--- src/rtl/pipeline_hazard_ctrl_pkg.sv ---
// Purpose: shared types and helpers for the pipeline hazard controller.
// Contents: FSM state encoding, register-index width, load-use hazard check.
package pipeline_hazard_ctrl_pkg;

  localparam int unsigned REG_W = 5;
  localparam logic [REG_W-1:0] REG_ZERO = '0;

  typedef enum logic [1:0] {
    ST_RUN   = 2'd0,
    ST_STALL = 2'd1,
    ST_WAIT  = 2'd2
  } state_e;

  // Load in EX feeds a source actually read by the ID instruction; $0 never hazards.
  function automatic logic lu_hazard(
    input logic             memread,
    input logic [REG_W-1:0] dest,
    input logic             uses_rs,
    input logic [REG_W-1:0] rs,
    input logic             uses_rt,
    input logic [REG_W-1:0] rt
  );
    return memread && (dest != REG_ZERO) &&
           ((uses_rs && (rs == dest)) || (uses_rt && (rt == dest)));
  endfunction

endpackage

--- src/rtl/pipeline_hazard_ctrl_sat_counter.sv ---
// Purpose: saturating up-counter used for pipeline performance statistics.
// Ports: clk, rst_n (async active-low), en (count), clr (sync clear), count (W bits).
module sat_counter #(
  parameter int unsigned W = 16
) (
  input  logic         clk,
  input  logic         rst_n,
  input  logic         en,
  input  logic         clr,
  output logic [W-1:0] count
);

  // Holds at all-ones instead of wrapping.
  always_ff @(posedge clk or negedge rst_n) begin
    if (!rst_n) begin
      count <= '0;
    end else if (clr) begin
      count <= '0;
    end else if (en && (count != '1)) begin
      count <= count + W'(1);
    end
  end

endmodule

--- src/rtl/pipeline_hazard_ctrl.sv ---
// Purpose: sequences the 5-stage pipeline: load-use bubbles, branch/jump redirects,
//   data-memory wait freezes, sticky dmem timeout flag and stall/flush statistics.
// Inputs : CLK, Reset_L (async active-low), id_rs/id_rt, id_uses_rs/id_uses_rt, id_jump,
//          ex_memread, ex_dest, ex_branch_taken, dmem_req, dmem_ready.
// Outputs: PCWrite, IFIDWrite, if_flush, bubble, pipe_en (combinational from state+inputs),
//          mem_err (registered, sticky), stall_cnt, flush_cnt (registered, saturating).
module pipeline_hazard_ctrl
  import pipeline_hazard_ctrl_pkg::*;
#(
  parameter int unsigned LU_STALL_CYC = 1,
  parameter int unsigned MEM_TIMEOUT  = 64,
  parameter int unsigned CNT_W        = 16
) (
  input  logic             CLK,
  input  logic             Reset_L,
  input  logic [REG_W-1:0] id_rs,
  input  logic [REG_W-1:0] id_rt,
  input  logic             id_uses_rs,
  input  logic             id_uses_rt,
  input  logic             id_jump,
  input  logic             ex_memread,
  input  logic [REG_W-1:0] ex_dest,
  input  logic             ex_branch_taken,
  input  logic             dmem_req,
  input  logic             dmem_ready,
  output logic             PCWrite,
  output logic             IFIDWrite,
  output logic             if_flush,
  output logic             bubble,
  output logic             pipe_en,
  output logic             mem_err,
  output logic [CNT_W-1:0] stall_cnt,
  output logic [CNT_W-1:0] flush_cnt
);

  localparam int unsigned REM_W  = (LU_STALL_CYC > 1) ? $clog2(LU_STALL_CYC) : 1;
  localparam int unsigned WAIT_W = $clog2(MEM_TIMEOUT + 1);

  state_e             state, state_nxt;
  state_e             saved_state, saved_nxt;
  state_e             eff_state;
  logic [REM_W-1:0]   remaining, rem_nxt;
  logic [WAIT_W-1:0]  wait_cnt;
  logic               lu_hit;
  logic               mem_wait;
  logic               stall_inc;
  logic               flush_inc;

  assign lu_hit   = lu_hazard(ex_memread, ex_dest, id_uses_rs, id_rs, id_uses_rt, id_rt);
  assign mem_wait = dmem_req & ~dmem_ready;

  // While waiting, behave as the frozen pre-wait state once memory is ready.
  assign eff_state = (state == ST_WAIT) ? saved_state : state;

  // Next-state and pipeline control decode, highest priority first.
  always_comb begin
    PCWrite   = 1'b1;
    IFIDWrite = 1'b1;
    if_flush  = 1'b0;
    bubble    = 1'b0;
    pipe_en   = 1'b1;
    state_nxt = eff_state;
    saved_nxt = saved_state;
    rem_nxt   = remaining;
    stall_inc = 1'b0;
    flush_inc = 1'b0;

    if (mem_wait) begin
      PCWrite   = 1'b0;
      IFIDWrite = 1'b0;
      pipe_en   = 1'b0;
      state_nxt = ST_WAIT;
      saved_nxt = eff_state;
    end else if (ex_branch_taken) begin
      // ID holds a wrong-path instruction, so any pending load-use stall is dropped.
      if_flush  = 1'b1;
      bubble    = 1'b1;
      state_nxt = ST_RUN;
      rem_nxt   = '0;
      flush_inc = 1'b1;
    end else if ((eff_state == ST_STALL) || lu_hit) begin
      PCWrite   = 1'b0;
      IFIDWrite = 1'b0;
      bubble    = 1'b1;
      stall_inc = 1'b1;
      if (eff_state == ST_STALL) begin
        if (remaining <= REM_W'(1)) begin
          rem_nxt   = '0;
          state_nxt = ST_RUN;
        end else begin
          rem_nxt = remaining - REM_W'(1);
        end
      end else if (LU_STALL_CYC > 1) begin
        state_nxt = ST_STALL;
        rem_nxt   = REM_W'(LU_STALL_CYC - 1);
      end
    end else if (id_jump) begin
      if_flush  = 1'b1;
      flush_inc = 1'b1;
    end

    // Reset holds the front end closed and the decoder bubbling.
    if (!Reset_L) begin
      PCWrite   = 1'b0;
      IFIDWrite = 1'b0;
      pipe_en   = 1'b0;
      bubble    = 1'b1;
      if_flush  = 1'b1;
    end
  end

  // State register.
  always_ff @(posedge CLK or negedge Reset_L) begin
    if (!Reset_L) begin
      state       <= ST_RUN;
      saved_state <= ST_RUN;
      remaining   <= '0;
    end else begin
      state       <= state_nxt;
      saved_state <= saved_nxt;
      remaining   <= rem_nxt;
    end
  end

  // Consecutive dmem wait cycles; mem_err latches once the limit is reached.
  always_ff @(posedge CLK or negedge Reset_L) begin
    if (!Reset_L) begin
      wait_cnt <= '0;
      mem_err  <= 1'b0;
    end else if (mem_wait) begin
      if (wait_cnt != WAIT_W'(MEM_TIMEOUT)) begin
        wait_cnt <= wait_cnt + WAIT_W'(1);
      end
      if (wait_cnt >= WAIT_W'(MEM_TIMEOUT - 1)) begin
        mem_err <= 1'b1;
      end
    end else begin
      wait_cnt <= '0;
    end
  end

  sat_counter #(.W(CNT_W)) u_stall_cnt (
    .clk   (CLK),
    .rst_n (Reset_L),
    .en    (stall_inc),
    .clr   (1'b0),
    .count (stall_cnt)
  );

  sat_counter #(.W(CNT_W)) u_flush_cnt (
    .clk   (CLK),
    .rst_n (Reset_L),
    .en    (flush_inc),
    .clr   (1'b0),
    .count (flush_cnt)
  );

endmodule
--- config.mk ---
export PLATFORM = sky130hd
export DESIGN_NAME = pipeline_hazard_ctrl
export DESIGN_NICKNAME = d
export VERILOG_FILES = /design/src/rtl/pipeline_hazard_ctrl_pkg.sv /design/src/rtl/pipeline_hazard_ctrl_sat_counter.sv /design/src/rtl/pipeline_hazard_ctrl.sv
export SDC_FILE = /design/constraint.sdc
export NUM_CORES = 1
export LEC_CHECK = 0
export CELL_PAD_IN_SITES_DETAIL_PLACEMENT = 1
export CELL_PAD_IN_SITES_GLOBAL_PLACEMENT = 1
export CORE_MARGIN = 1
export CORE_UTILIZATION = 35
export CTS_BUF_LIST = sky130_fd_sc_hd__clkbuf_4 sky130_fd_sc_hd__clkbuf_8 sky130_fd_sc_hd__clkbuf_16
export CTS_CLUSTER_SIZE = 14
export DETAILED_ROUTE_END_ITERATION = 6
export PLACE_DENSITY_LB_ADDON = 0.1
export SETUP_SLACK_MARGIN = 0.05
export SYNTH_ARGS = -nofsm -noshare
export SYNTH_HDL_FRONTEND = slang
export SYNTH_HIERARCHICAL = 1
export SYNTH_SLANG_ARGS = --single-unit
--- constraint.sdc ---
create_clock -name CLK -period 5.62 [get_ports CLK]
set_input_delay 0.562 -clock CLK [delete_from_list [all_inputs] [get_ports CLK]]
set_output_delay 0.562 -clock CLK [all_outputs]
set_load 0.05 [all_outputs]
; ---- Word level (Yosys, flattened, before mapping)
; Cells that the tools add are included.
[word_totals]
elab_cells = 66
output_inout_bits = 38
ff_bits = 45
inputBits = 24
[classes]
magnitude_cmp = 2
n_reduce_logical = 13
add_sub_neg = 4
n_mux = 29
n_bitwise = 3
eq_ne = 8
[op_table]
columns = cell, count
row1 = adder 16 x 1 -> 16 bit (second input constant), 2
row2 = inequality test 16 bit (second input constant), 2
row3 = two-way mux 1 bit, 21
row4 = two-way mux 7 bit, 2
row5 = two-way mux 2 bit, 6
row6 = == test 5 bit, 2
row7 = adder 7 x 1 -> 7 bit (second input constant), 1
row8 = greater-or-equal comparator 7 x 6 -> 1 bit (second input constant), 1
row9 = inequality test 7 bit (second input constant), 1
row10 = logical AND 1 bit, 6
row11 = nonzero test 5 bit, 1
row12 = nonzero test 2 bit, 2
row13 = AND reduction 3 bit, 1
row14 = == test 2 x 1 -> 1 bit (second input constant), 1
row15 = == test 2 bit (second input constant), 1
row16 = logical OR 1 bit, 2
row17 = inequality test 2 x 1 -> 1 bit (second input constant), 1
row18 = inverter 1 bit, 2
row19 = AND reduction 2 bit, 1
row20 = bitwise AND 1 bit, 1
row21 = less-or-equal comparator 1 bit (second input constant), 1
row22 = subtractor 1 bit (second input constant), 1

; ---- Depth between registers and ports, before layout
; Gate-level depths: netlist of the first run.
[depth]
depth_word = 9
depth_mapped = 9
depth_no_buf = 7

; ---- Hierarchy
; The synthesis of the first run kept the hierarchy.
[by_module_without_submodules]
columns = mod, instances, area_each_um2, seq_area_each_um2, cells_each
row1 = sat_counter, 2, 942.2, 400.4, 98
row2 = pipeline_hazard_ctrl, 1, 854.6, 300.3, 98

; ---- Worst setup path before layout of the first run
; No wires, ideal clock.
[synth_path]
path_kind = input to output
start = input port ex_dest[1]
end = output port PCWrite
setup_slack_ns = 2.578
path_stages = 5
arrival_time_ns = 2.480
n_path_buf = 1
t_required_ns = 5.058
cell_sequence = or4_4 -> o21ai_4 -> nor2_1 -> a21oi_1 -> buf_4
[synth_between]
elab_chain_len = 9
elab_cells_between_ends = 13
classes_between = eq/ne (2) / mux (4) / reduce/logical (7)
[synth_lines]
columns = element, line_no
row1 = "start, declared", pipeline_hazard_ctrl.sv:22  ; input logic [REG_W-1:0] ex_dest,
row2 = == test 5 bit, pipeline_hazard_ctrl_pkg.sv:24  ; ((uses_rs && (rs == dest)) || (uses_rt && (rt == dest)));
row3 = logical AND 1 bit, pipeline_hazard_ctrl_pkg.sv:24
row4 = logical OR 1 bit, pipeline_hazard_ctrl_pkg.sv:24
row5 = logical AND 1 bit *, pipeline_hazard_ctrl_pkg.sv:23  ; return memread && (dest != REG_ZERO) &&
row6 = logical OR 1 bit *, pipeline_hazard_ctrl.sv:81  ; end else if ((eff_state == ST_STALL) || lu_hit) begin
row7 = two-way mux 1 bit * (4 in a row), n/a
row8 = "end, declared", pipeline_hazard_ctrl.sv:26  ; output logic PCWrite,
; Every way passes the cells marked *; elsewhere a longest branch is shown, timed or not.

; ---- Worst setup path in the final report of the first run
[layout_path]
start = input port ex_dest[1]
end = output port PCWrite
[layout_between]
elab_chain_len = 9
elab_cells_between_ends = 13
classes_between = eq/ne (2) / mux (4) / reduce/logical (7)
[layout_lines]
columns = element, line_no
row1 = == test 5 bit, pipeline_hazard_ctrl_pkg.sv:24
row2 = logical AND 1 bit, pipeline_hazard_ctrl_pkg.sv:24
row3 = logical OR 1 bit, pipeline_hazard_ctrl_pkg.sv:24
row4 = logical AND 1 bit *, pipeline_hazard_ctrl_pkg.sv:23
row5 = logical OR 1 bit *, pipeline_hazard_ctrl.sv:81
row6 = two-way mux 1 bit *, pipeline_hazard_ctrl.sv:81
row7 = two-way mux 1 bit *, pipeline_hazard_ctrl.sv:74  ; end else if (ex_branch_taken) begin
row8 = two-way mux 1 bit *, pipeline_hazard_ctrl.sv:68  ; if (mem_wait) begin
row9 = two-way mux 1 bit *, pipeline_hazard_ctrl.sv:103  ; if (!Reset_L) begin
; Marks and branches as above.

==> metrics, run 1 <==
Seq/Total Area, Yosys=about 40%; Yosys reg bits=44; metal2 WL=approximately 3.6 mm; WP data arrival=between 2 and 3 ns; Synth Area in Simple Gates=between 20% and 30%; global-route wire length before repair=12.7 mm; Worst-Skew Late Latency=0.30 ns; cts hold-fix bufs=0; Layout area overhead=29.3%; fillers=858; Post-CTS Setup Bufs=0; Placed Cells incl. Taps=445; commonest cells after routing, fill and taps aside=60 x clkdlybuf4s50_1, 44 x dfrtp_1, 31 x a21oi_1, 20 x nand2_1, 16 x nand4_1; drt wl/cell=~16 um; actual slew at the worst max-slew pin=0.893 ns; PostCTS Resize Cnt=0; Crit Path Class=input port to output port; routed wl met3=between 100 and 150 um; Finished Layout Cells=approximately 450; storage element area=1100 um2; Synth async-reset ratio=100%; Setup crit end kind=output port; DRT antenna net count=0; Slew Viols, Final=0; Synth Area in Adders=between 1.5 and 2%; post-placement setup slack=2.14 ns; die height=90.5 um; Setup violations, final=0; initial antenna violation count=0; RR Startpoint=state[0]$_DFF_PN0_; layout cells sized above 1=8.50%; worst reg2reg path depth=7; Final period util=roughly 61%; CTS H-tree lvls=2; flop2flop setup slack=about 2.9 ns; TritonRoute pass-1 iters=4; Post-Route WL=7.19 mm; gp weighted congestion=roughly 0.77; area occupied by multi-input gates=roughly 1500 um2; fin crit period=3.44 ns; Core Util, Final=47.8%; Post-Syn Area=2740 um2; drt via density=approximately 5.6; Post-synth top flop=dfrtp_1; Num CTS Buffers=5; largest family of logic cells by synthesized area=simple AND/OR/NAND/NOR gates; RSZ-0062 raised after global routing=no; Die ar.=between 8000 and 9000 um2; most common cell after layout, fill and taps aside=clkdlybuf4s50_1; CTS tree=yes; Mapped Cells=294; Initial Utilization=approximately 37%; row cnt=31; DR vias=between 2k and 3k; I/O Buffers=61; # DRC=0; initial DRC count=just under 80; clock sink total=between 40 and 50; Root Driver=clkbuf_8; Final Hold Vio Count=0; XOR/XNOR Fraction of Synth Area=approximately 4.2%; maximum vdd drop=between 70 and 80 uV; synth unique cells=between 40 and 50; R2R Path End=u_flush_cnt/count[3]$_DFFE_PN0P_; Setup TNS Final=0 ns; Mean Syn Cell Area=between 9 and 10 um2; die width=a little over 90 um; HPWL Detailed=a little over 5 mm; worst clock skew=0.0149 ns; I/O pins=just over 60; maximum fanout along the worst path=5; f_max=between 200 and 300 MHz; CTS clk-pin slew, worst paths=0.08 ns; vias in the first global route=~2.6k; Worst setup SP type=input port; Max-slew headroom=~40%; compound-gate portion of the synthesized area=between 10% and 20%; Synth Warn #=6; total power=between 600 and 700 uW; wire length on met1=~3.4 mm; multiplexer share of the synthesized area=3.65%; pin count of the biggest net entering global routing=50; Post-synth EDFFs=0; fin nets=381; Total Routing Usage GR=between 10% and 20%; Remaining Overflow, GRT=0; Clock Tree Buf Depth=2; critical path required time=between 5 and 6 ns; Worst Hold Class=input port to async pin; setup ws final=about 2.2 ns; max-cap violation count=0; antenna fix cells=0; Leak Pwr=about 1.4 nW; Power Density=just under 200 nW/um2; Core ar.=about 7400 um2; outcome=finished clean; top sig layer=met4
==> registers in the layout, summed over array words and instances (netlist names) <==
name               cells
saved_state            2
u_stall_cnt/count     16
u_flush_cnt/count     16
state                  2
mem_err                1
wait_cnt               7
==> worst max-delay path by stage <==
| stage | from | to | slack, ns | cells after the start |
|---|---|---|---|---|
| global placement | ex_dest[1] | IFIDWrite | 2.21 | 6 |
| finish | ex_dest[1] | PCWrite | 2.18 | 6 |
| detailed placement | ex_dest[1] | u_flush_cnt/count[3]$_DFFE_PN0P_ | 2.14 | 8 |
| floorplan | ex_dest[1] | PCWrite | 2.58 | 5 |
| CTS | ex_dest[1] | PCWrite | 2.19 | 6 |
| global route | ex_dest[1] | PCWrite | 2.07 | 6 |
==> through the flow <==
stage               area [um2]  hold slack [ns]
floorplan                 2750            0.266
global placement          3410            0.455
detailed placement        3410            0.460
CTS                       3540            0.379
global route              3540            0.411
finish                    3540            0.357
==> cell families (layout without fill, tap and decap cells) <==
logic type	count (synthesis)	count (layout)
fa+ha+maj	4	4
flops	44	44
buf+inv	23	79
other cells	1	4
xor+xnor	13	13
simple gates	129	129
mux	9	9
compound gates	71	71
==> final cells by class <==
class | instances | area share, %
clock buffers | 5 | 1.94
clock inverters | 2 | 1.70
inverters | 10 | 1.06
multi-input cells | 230 | 43.4
flip-flops and latches | 44 | 31.1
well taps | 99 | 3.50
repair buffers | 62 | 17.3
==> synthesized netlist by cell type (9+ instances only) <==
library cell / count / area [um2]
inv_1: 10 / 37.5
o21ai_0: 9 / 45.0
xnor2_1: 11 / 96.3
nor2b_1: 9 / 56.3
or4_1: 10 / 75.1
dfrtp_1: 44 / 1100
o31ai_1: 14 / 105
nand4_1: 16 / 100
nor2_1: 15 / 56.3
a21oi_1: 31 / 155
clkbuf_1: 9 / 33.8
nand2_1: 20 / 75.1
nand3_1: 11 / 55.1
==> layer usage <==
| metal | GRT usage [%] | vias to the layer above |
|---|---|---|
| met4 | 5.65 | 0 |
| met3 | 2.27 | 2 |
| met5 | 0 | - |
| met2 | 31.8 | 38 |
| li1 | - | 1220 |
| met1 | 24.9 | 1265 |
==> power breakdown <==
| group | total (mW) | switching, mW | leakage (nW) | internal (mW) |
|---|---|---|---|---|
| logic | 0.0910 | 0.0546 | 0.707 | 0.0363 |
| registers | 0.324 | 0.00459 | 0.611 | 0.320 |
| clock network | 0.285 | 0.109 | 0.0642 | 0.175 |
| total | 0.700 | 0.169 | 1.38 | 0.531 |
==> worst max-delay path, cell delays in order <==
cell	delay (ns)
clkdlybuf4s50_1	0.47
or4_4	0.57
o21ai_4	0.19
nor2_1	0.06
a21oi_1	0.18
clkdlybuf4s50_1	0.84
Power figures use the tool's default switching activity.
==> run 2: changes to the inputs <==
--- a/config.mk
+++ b/config.mk
@@ -8,7 +8,7 @@
 export CELL_PAD_IN_SITES_DETAIL_PLACEMENT = 1
 export CELL_PAD_IN_SITES_GLOBAL_PLACEMENT = 1
 export CORE_MARGIN = 1
-export CORE_UTILIZATION = 35
+export CORE_UTILIZATION = 34
 export CTS_BUF_LIST = sky130_fd_sc_hd__clkbuf_4 sky130_fd_sc_hd__clkbuf_8 sky130_fd_sc_hd__clkbuf_16
 export CTS_CLUSTER_SIZE = 14
 export DETAILED_ROUTE_END_ITERATION = 6
==> constraint.sdc (replaced) <==
create_clock -name CLK -period 2.93 [get_ports CLK]
set_input_delay 0.293 -clock CLK [delete_from_list [all_inputs] [get_ports CLK]]
set_output_delay 0.293 -clock CLK [all_outputs]
set_load 0.05 [all_outputs]
==> metrics, run 2 (synthesis gave the netlist of run 1 again) <==
outcome=finished clean; Num CTS Buffers=5 (unchanged); Post-Route WL=7.31 mm (+1.7%); Cell Int Power=949 uW (+79%); drt via density=5.52 (-1.2%); Total Routing Usage GR=18.6% (-0.19 points); Core ar.=7770 um2 (+4.8%); row cnt=32 (+3.2%); Slew Viols, Final=0 (unchanged); Clock Tree Buf Depth=2 (unchanged); # DRC=0 (unchanged); most common cell after layout, fill and taps aside=clkdlybuf4s50_1; global-route wire length before repair=12.7 mm (+0.43%); commonest cells after routing, fill and taps aside=56 x clkdlybuf4s50_1, 44 x dfrtp_1, 31 x a21oi_1, 20 x nand2_1, 16 x nand4_1; Comb pwr share=15.8% (+2.8 points); Layout area overhead=34.2%; WP data arrival=2.72 ns (-0.16 ns); Setup crit end kind=flip-flop; pin count of the biggest net entering global routing=40 (-20%); I/O Buffers=61 (unchanged); maximum vdd drop=202 uV (+160%); Setup violations, final=0 (unchanged); CTS tree=yes; CTS clk-pin slew, worst paths=0.08 ns (about the same); Clock power frac=35.4% (-5.3 points); fillers=897 (+4.5%); initial antenna violation count=0 (unchanged); Switching Share=25.4% (+1.3 points); DRT antenna net count=0 (unchanged); TritonRoute pass-1 iters=4 (unchanged); HPWL Detailed=5.29 mm (+4.5%); Leak Pwr=1.46 nW (+5.8%); area occupied by multi-input gates=1540 um2 (unchanged); Worst setup SP type=input port; Worst-Skew Late Latency=0.29 ns (about the same); Die ar.=8420 um2 (+2.9%); Switch Pwr=323 uW (+91%); antenna fix cells=0 (unchanged); drt wl/cell=15.6 um (-1.8%); Root Driver=clkbuf_8; clock sink total=44 (unchanged); f_max=about 400 MHz; Post-CTS Setup Bufs=0 (unchanged); fin nets=395 (+3.7%); critical path required time=3.15 ns (-1.91 ns); RSZ-0062 raised after global routing=no; Final Hold Vio Count=0 (unchanged); biggest regs=u_flush_cnt/count x16, u_stall_cnt/count x16, wait_cnt x7; die width=91.8 um (+1.4%); I/O pins=62 (unchanged); DR vias=2582 (+2.3%); Initial Utilization=35.3% (-1.7 points); fin crit period=2.50 ns; Power Density=346 nW/um2 (+75%); max-cap violation count=0 (unchanged); Max-slew headroom=63.5% (+24 points); Crit Path Class=input port to flip-flop; worst clock skew=0.00771 ns (-0.00720 ns); Setup TNS Final=0 ns (unchanged); storage element area=1100 um2 (unchanged); actual slew at the worst max-slew pin=0.543 ns (-0.350 ns); final instance area=3670 um2 (+3.8%); initial DRC count=88 (+14%); total power=1.27 mW (+82%); maximum fanout along the worst path=22 (+17); Final period util=between 80% and 90%; hold_ws=0.398 ns (+0.0413 ns); layout cells sized above 1=12.6% (+4.1 points); CTS H-tree lvls=2 (unchanged); Remaining Overflow, GRT=0 (unchanged); vias in the first global route=2549 (-1.9%); register share of total power=48.8% (+2.5 points); die height=91.8 um (+1.4%); Worst Hold Class=input port to async pin; gp weighted congestion=0.797 (+3.2%); Post-DP Area=3570 um2 (+4.5%)
[run 2: cell types whose count changed in the layout (fill, tap and decap cells not counted), sizes merged]
cell / before / now
buf: 2 / 19
clkdlybuf4s50: 60 / 56
bufinv: 2 / 1
dlygate4sd3: 0 / 1
[run 2: cell type report]
class | instances | share of cell area, %
multi-input combinational | 230 | 41.8
sequential | 44 | 30.0
timing repair buffer | 76 | 21.0
tap | 102 | 3.47
clock buffer | 5 | 1.87
inverter | 10 | 1.02
clock inverter | 1 | 0.817
[run 2: worst max-delay path, stage by stage]
cell	delay, ns
clkdlybuf4s50_1	0.47
or4_4	0.52
o21ai_4	0.14
nand4_1	0.10
o221ai_1	0.11
inv_1	0.12
buf_12	0.17
or4_2	0.64
a21oi_1	0.17
[run 2: metrics by stage]
step / instances / utilization (%) / setup WS, ns
floorplan: 297 / - / 0.426
global placement: 461 / 45.9 / 0.163
detailed placement: 461 / 45.9 / 0.0976
CTS: 468 / 47.3 / 0.400
global route: 468 / 47.3 / 0.254
finish: 468 / 47.3 / 0.425
[run 2: layer usage]
metal | GRT usage (%) | part of all wire [%]
met4 | 4.95 | 0.88
met3 | 3.65 | 3.4
met2 | 31.0 | 49
met5 | 0 | 0
met1 | 24.6 | 47
[run 2: power groups by stage]
| stage | logic [mW] | clock network (mW) | registers (mW) |
|---|---|---|---|
| 2_1_floorplan | 0.0831 | 0 | 0.647 |
| 3_3_place_gp | 0.198 | 0 | 0.633 |
| 3_5_place_dp | 0.200 | 0 | 0.633 |
| 4_1_cts | 0.201 | 0.467 | 0.621 |
| 5_1_grt | 0.220 | 0.489 | 0.622 |
| 6_report | 0.201 | 0.450 | 0.621 |
[run 2: repair_timing]
action / in CTS / in global routing
endpoints found under the hold margin: 6 / 0
gates resized for setup: 0 / 0
endpoints found under the setup margin: 0 / 0
hold buffers: 1 / 0
[run 2: final timing paths]
path,start,to,slack (ns),cells past startpoint
worst max-delay path,ex_dest[3],u_flush_cnt/count[3]$_DFFE_PN0P_,0.43,9
worst min-delay path,Reset_L,saved_state[1]$_DFFE_PN0P_,0.40,2
worst max register to register,state[0]$_DFF_PN0_,u_flush_cnt/count[3]$_DFFE_PN0P_,0.52,8
worst min register to register,mem_err$_DFFE_PN0P_,mem_err$_DFFE_PN0P_,0.48,1
max in group asynchronous,Reset_L,u_flush_cnt/count[0]$_DFFE_PN0P_,1.77,3
min in group CLK,mem_err$_DFFE_PN0P_,mem_err$_DFFE_PN0P_,0.48,1
==> run 3: changes to the inputs <==
--- a/config.mk
+++ b/config.mk
@@ -14,6 +14,7 @@
 export DETAILED_ROUTE_END_ITERATION = 6
 export PLACE_DENSITY_LB_ADDON = 0.1
 export SETUP_SLACK_MARGIN = 0.05
+export SKIP_LAST_GASP = 1
 export SYNTH_ARGS = -nofsm -noshare
 export SYNTH_HDL_FRONTEND = slang
 export SYNTH_HIERARCHICAL = 1
==> results of run 3 <==
Final layout, timing and power as in run 2 (identical DEF).
